### src/rtl/ptw_pkg.sv
// Shared types for the Sv39 page-table walker: FSM states, PTE and TLB-update layouts,
// and the PTE address helper.
package ptw_pkg;

  typedef enum logic [1:0] {IDLE, ISSUE, WAIT_RSP, DRAIN} ptw_state_e;

  localparam int PTE_SIZE_LOG2 = 3;
  localparam int SV39_LEVELS   = 3;
  localparam int VPN_W         = 9;
  localparam int PPN_W         = 44;
  localparam int PADDR_W       = 56;
  localparam int TLB_ASID_W    = 16;

  typedef struct packed {
    logic [9:0]       reserved;
    logic [PPN_W-1:0] ppn;
    logic [1:0]       rsw;
    logic             d;
    logic             a;
    logic             g;
    logic             u;
    logic             x;
    logic             w;
    logic             r;
    logic             v;
  } pte_t;

  typedef struct packed {
    logic                  valid;
    logic                  is_2M;
    logic                  is_1G;
    logic [26:0]           vpn;
    logic [TLB_ASID_W-1:0] asid;
    pte_t                  content;
  } tlb_update_t;

  function automatic logic [VPN_W-1:0] vpn_sel(input logic [63:0] va, input logic [1:0] lvl);
    case (lvl)
      2'd2:    return va[38:30];
      2'd1:    return va[29:21];
      default: return va[20:12];
    endcase
  endfunction

  function automatic logic [PADDR_W-1:0] pte_addr(input logic [PPN_W-1:0] ppn,
                                                  input logic [63:0] va, input logic [1:0] lvl);
    return {ppn, vpn_sel(va, lvl), {PTE_SIZE_LOG2{1'b0}}};
  endfunction

endpackage

### src/rtl/ptw_pte_check.sv
// Combinational PTE classifier: leaf detection and fault detection for a given walk level.
// Optional software-managed A/D checking is enabled with PTW_AD_CHECK_EN.
module ptw_pte_check
  import ptw_pkg::*;
(
  input  pte_t       pte,
  input  logic [1:0] level,
  output logic       is_leaf,
  output logic       is_fault
);

  logic misaligned;

  always_comb begin
    is_leaf    = pte.r | pte.x;
    misaligned = (level == 2'd2 && pte.ppn[17:0] != '0) ||
                 (level == 2'd1 && pte.ppn[8:0]  != '0);
    is_fault   = !pte.v || (!pte.r && pte.w) ||
                 (!is_leaf && level == 2'd0) || (is_leaf && misaligned);
`ifdef PTW_AD_CHECK_EN
    // A/D are maintained by software, so a leaf needing an A/D update must trap
    if (is_leaf && (!pte.a || (!pte.d && pte.w)))
      is_fault = 1'b1;
`else
`endif
  end

endmodule

### src/rtl/sv39_ptw.sv
// Sv39 hardware page-table walker: one miss at a time, single-outstanding PTE reads,
// one-cycle TLB fill or page-fault pulse. Optional A/D check: PTW_AD_CHECK_EN.
module sv39_ptw
  import ptw_pkg::*;
#(
  parameter int unsigned ASID_WIDTH = 1
) (
  input  logic                  clk_i,
  input  logic                  rst_i,
  input  logic                  flush_i,
  input  logic                  req_valid_i,
  output logic                  req_ready_o,
  input  logic [63:0]           req_vaddr_i,
  input  logic [ASID_WIDTH-1:0] req_asid_i,
  input  logic [43:0]           satp_ppn_i,
  output logic                  mem_req_valid_o,
  input  logic                  mem_req_ready_i,
  output logic [55:0]           mem_addr_o,
  input  logic                  mem_rsp_valid_i,
  input  logic [63:0]           mem_rsp_data_i,
  output tlb_update_t           update_o,
  output logic                  fault_o,
  output logic [63:0]           fault_vaddr_o
);

  ptw_state_e            state_q;
  logic [1:0]            level_q;
  logic [63:0]           vaddr_q;
  logic [ASID_WIDTH-1:0] asid_q;
  pte_t                  pte;
  logic                  is_leaf, is_fault, rsp_hit;

  assign pte = mem_rsp_data_i;

  ptw_pte_check u_pte_check (
    .pte      (pte),
    .level    (level_q),
    .is_leaf  (is_leaf),
    .is_fault (is_fault)
  );

  // A response landing in the same cycle as a flush belongs to the aborted walk
  assign rsp_hit     = (state_q == WAIT_RSP) && mem_rsp_valid_i && !flush_i;
  assign req_ready_o = (state_q == IDLE) && !flush_i;
  assign fault_o     = rsp_hit && is_fault;

  always_comb begin
    update_o = '0;
    if (rsp_hit && is_leaf && !is_fault) begin
      update_o.valid   = 1'b1;
      update_o.is_1G   = (level_q == 2'd2);
      update_o.is_2M   = (level_q == 2'd1);
      update_o.vpn     = vaddr_q[38:12];
      update_o.asid    = TLB_ASID_W'(asid_q);
      update_o.content = pte;
    end
  end

  always_ff @(posedge clk_i) begin
    if (rst_i) begin
      state_q         <= IDLE;
      level_q         <= 2'd2;
      vaddr_q         <= '0;
      asid_q          <= '0;
      mem_req_valid_o <= 1'b0;
      mem_addr_o      <= '0;
      fault_vaddr_o   <= '0;
    end else begin
      case (state_q)
        IDLE: if (req_valid_i && !flush_i) begin
          vaddr_q         <= req_vaddr_i;
          asid_q          <= req_asid_i;
          level_q         <= 2'd2;
          mem_addr_o      <= pte_addr(satp_ppn_i, req_vaddr_i, 2'd2);
          mem_req_valid_o <= 1'b1;
          state_q         <= ISSUE;
        end
        ISSUE: begin
          if (flush_i) begin
            // an accepted request still owes us a response
            mem_req_valid_o <= 1'b0;
            state_q         <= mem_req_ready_i ? DRAIN : IDLE;
          end else if (mem_req_ready_i) begin
            mem_req_valid_o <= 1'b0;
            state_q         <= WAIT_RSP;
          end
        end
        WAIT_RSP: begin
          if (mem_rsp_valid_i) begin
            if (flush_i || is_leaf || is_fault) begin
              state_q <= IDLE;
            end else begin
              level_q         <= level_q - 2'd1;
              mem_addr_o      <= pte_addr(pte.ppn, vaddr_q, level_q - 2'd1);
              mem_req_valid_o <= 1'b1;
              state_q         <= ISSUE;
            end
            if (!flush_i && is_fault)
              fault_vaddr_o <= vaddr_q;
          end else if (flush_i) begin
            state_q <= DRAIN;
          end
        end
        DRAIN: if (mem_rsp_valid_i) state_q <= IDLE;
        default: state_q <= IDLE;
      endcase
    end
  end

endmodule

### config.mk
export PLATFORM = sky130hd
export DESIGN_NAME = sv39_ptw
export DESIGN_NICKNAME = d
export VERILOG_FILES = /design/src/rtl/ptw_pkg.sv /design/src/rtl/ptw_pte_check.sv /design/src/rtl/sv39_ptw.sv
export SDC_FILE = /design/constraint.sdc
export NUM_CORES = 1
export LEC_CHECK = 0
export BUFFER_PORTS_ARGS = -buffer_cell sky130_fd_sc_hd__buf_2
export CAP_MARGIN = 20
export CORE_AREA = 2 2 161 163
export CTS_BUF_LIST = sky130_fd_sc_hd__clkbuf_16
export DETAILED_ROUTE_END_ITERATION = 16
export DIE_AREA = 0 0 163 165
export GPL_ROUTABILITY_DRIVEN = 0
export HOLD_SLACK_MARGIN = 0.12
export PLACE_DENSITY = 0.63
export SYNTH_ARGS = -nofsm -noshare
export SYNTH_HDL_FRONTEND = slang
export SYNTH_SLANG_ARGS = --single-unit
export TNS_END_PERCENT = 5
### constraint.sdc
create_clock -name clk_i -period 3.9 [get_ports clk_i]
set_clock_uncertainty 0.05 [all_clocks]
set_input_delay 0.78 -clock clk_i [delete_from_list [all_inputs] [get_ports clk_i]]
set_output_delay 0.78 -clock clk_i [all_outputs]
set_load 0.005 [all_outputs]
==> results.yml <==
run_status:
  outcome: "completed"
synthesis:
  synthArstFlopShare_pct: 0
  seq_area_frac_synth_pct: 42.7
  ys.flop_type: "dfxtp_1"
  synth_cell_types: 41
  yosys_warnings: 0
  avgSynthCellArea_um2: 8.67
  netlist_area_um2: 8770
  synth_edf_count: 0
  ys_ff_latch: 187
  synth_cells: 1012
detailed_routing:
  vias_per_cell: 4.69
  drtAntennaViolNets: 0
  dr_total_vias: 7963
  wl_per_cell_um: 16.5
  drt_wl_total_um: 28100
  route.detailed.drc: 0
  firstDrtPassIters: 4
  first_iter_violations: 363
timing:
  hold_ws_ns: 0.399
  fin_crit_ns: 3.37
  period_share_pct: 86.3
  slew_headroom_pct: 31.6
  final-max-slew-violation-count: 0
  rsz0062_at_grt: "no"
  max_slew.worst_pin.slew_ns: 1.02
  setup_ws_ns: 0.533
  max_freq_mhz: 297
  hold_viol: 0
  setup_viol: 0
  setup_tns_ns: 0
final_layout:
  stdcell_area_um2: 11500
  nets: 1535
  fill_cells: 2540
  drive_above_1_share_pct: 32.7
  areaGrowthSynthToFinish_pct: 30.8
  postLayoutCoreUtil_pct: 45.8
power:
  p_per_area_nw_per_um2: 373
  peakVddDrop_mv: 0.255
  p_leak_nw: 5.00
worst_setup_path:
  cp-start-kind: "input port"
  cp_data_arrival_time_ns: 2.54
  worstPathRequired_ns: 3.07
  critPathKind: "input port to primary output"
  rr_startpoint: "level_q[0]"
  reg2reg_slack_ns: 1.36
  cp_max_fo: 94
  crit_start: "mem_rsp_data_i[22]"
  crit_path_end_kind: "primary output"
global_routing:
  grt_pass1_vias: 7414
  antenna_found_initial: 2
  grt-ovfl-total: 0
  grtUsageMet2_pct: 34.9
  busiest_layer: "met2"
  grt_max_degree: 123
  use_met1_pct: 24.7
  grt_pass1_wl_um: 41900
  grt_use_met3_pct: 5.32
  grt_util_all_layers_pct: 20.2
floorplanning:
  rows: 58
  die_h_um: 165
  core_um2: 25000
  start_util_pct: 35.0
  die_w_um: 163
  ios: 412
  die_area_um2: 26900
clock_tree:
  clk_latency_ns: 0.42
  htree_levels: 4
  cts.sinks: 187
  clockBufferDepth: 2
  cts_setup_buffers: 0
  postCtsResizedCells: 0
  clk_pin_slew_ns: 0.07
  cts_root_buf: "clkbuf_16"
  postCtsHoldBufs: 0
  cts_made_buffers: 17
  cts_tree: "yes"
placement:
  post-place-ws_ns: 0.548
  dp_hpwl_um: 20600
  port_buffers: 393
  place_area_um2: 10900
hold_path:
  min_path_type: "flop to flop"
  worstHoldStart: "mem_addr_o[10]"
job:
  maxCapViolCount: 0
[routing by layer]
metal / up-vias / routed length [µm]
li1: 4013 / -
met1: 3652 / 11900
met2: 270 / 14000
met3: 26 / 1740
met4: 2 / 496
met5: - / 7
[cell usage in the layout (no fill, tap or decap), drive strengths merged]
cell,netlist,routed
buf,51,404
dfxtp,187,187
nand2,150,150
nand2b,130,130
mux2i,109,109
and2,94,94
a21oi,77,77
nor2,60,60
a211oi,44,44
conb,1,18
clkbuf,49,17
inv,7,15
a22oi,9,9
a311o,9,9
clkinv,0,7
nor4,5,5
ha,4,4
a31oi,4,4
diode,0,3
nor3,3,3
o21ai,2,2
nor2b,2,2
nand3,2,2
o311ai,1,1
and4bb,1,1
o311a,1,1
nor4b,1,1
a31o,1,1
and3,1,1
o21bai,1,1
or2,1,1
o21a,1,1
o22ai,1,1
xor2,1,1
o221ai,1,1
mux2,1,1
[logic make-up after synthesis]
| kind of cell | synth area share [%] |
|---|---|
| AND/OR/NAND/NOR | 26.4 |
| other | 0.0428 |
| multiplexers | 12.6 |
| AO/OA/AOI/OAI | 11.1 |
| adder cells (fa/ha/maj) | 0.571 |
| buffers and inverters | 6.50 |
| XOR/XNOR | 0.0999 |
| flip-flops | 42.7 |
[Yosys cell counts (all sizes together), types with 5 or more instances]
cell | instances | share of area (%)
a211oi | 44 | 3.8
a21oi | 77 | 4.4
a22oi | 9 | 0.77
a311o | 9 | 1.0
and2 | 94 | 6.7
buf | 51 | 4.0
clkbuf | 49 | 2.2
dfxtp | 187 | 43
inv | 7 | 0.30
mux2i | 109 | 12
nand2 | 150 | 6.4
nand2b | 130 | 9.3
nor2 | 60 | 2.6
nor4 | 5 | 0.60
[stage by stage]
stage | std cells | power, W
3_5_place_dp | 1663 | 0.00261
4_1_cts | 1695 | 0.00435
2_1_floorplan | 1029 | 0.00238
6_report | 1698 | 0.00428
5_1_grt | 1696 | 0.00447
3_3_place_gp | 1663 | 0.00260
[flip-flops by register name (all words and copies together) (netlist names)]
signal and count:
mem_req_valid_o 1, fault_vaddr_o 64, mem_addr_o 53, level_q 2, asid_q 1, state_q 2, vaddr_q 64
[path summary, 6_finish.rpt]
kind	end	depth (start not counted)
setup / recovery	update_o[41]	7
hold / removal	mem_addr_o[10]	2
setup reg to reg	mem_addr_o[21]	7
hold reg to reg	mem_addr_o[10]	2
[cell type report]
class / instances / area [µm²] / area share [%]
inverters: 7 / 26.3 / 0.229
clock buffers: 17 / 425 / 3.71
flip-flops and latches: 187 / 3740 / 32.6
repair buffers: 404 / 2130 / 18.6
well taps: 330 / 413 / 3.60
diodes: 3 / 7.51 / 0.0654
clock inverters: 15 / 158 / 1.37
multi-input cells: 735 / 4570 / 39.8
[where the power goes]
part           internal, W  total (W)  switching [W]
clock             0.000857    0.00172       0.000860
sequential         0.00199    0.00205      0.0000597
combinational     0.000230   0.000510       0.000280
total              0.00308    0.00428        0.00120
[critical path, stage by stage]
cell and delay (ns):
buf_2 0.11, nor4_1 0.36, a31oi_1 0.26, nor4_4 0.31
buf_12 0.32, and2_1 0.23, buf_2 0.13
Power figures use the tool's default switching activity.
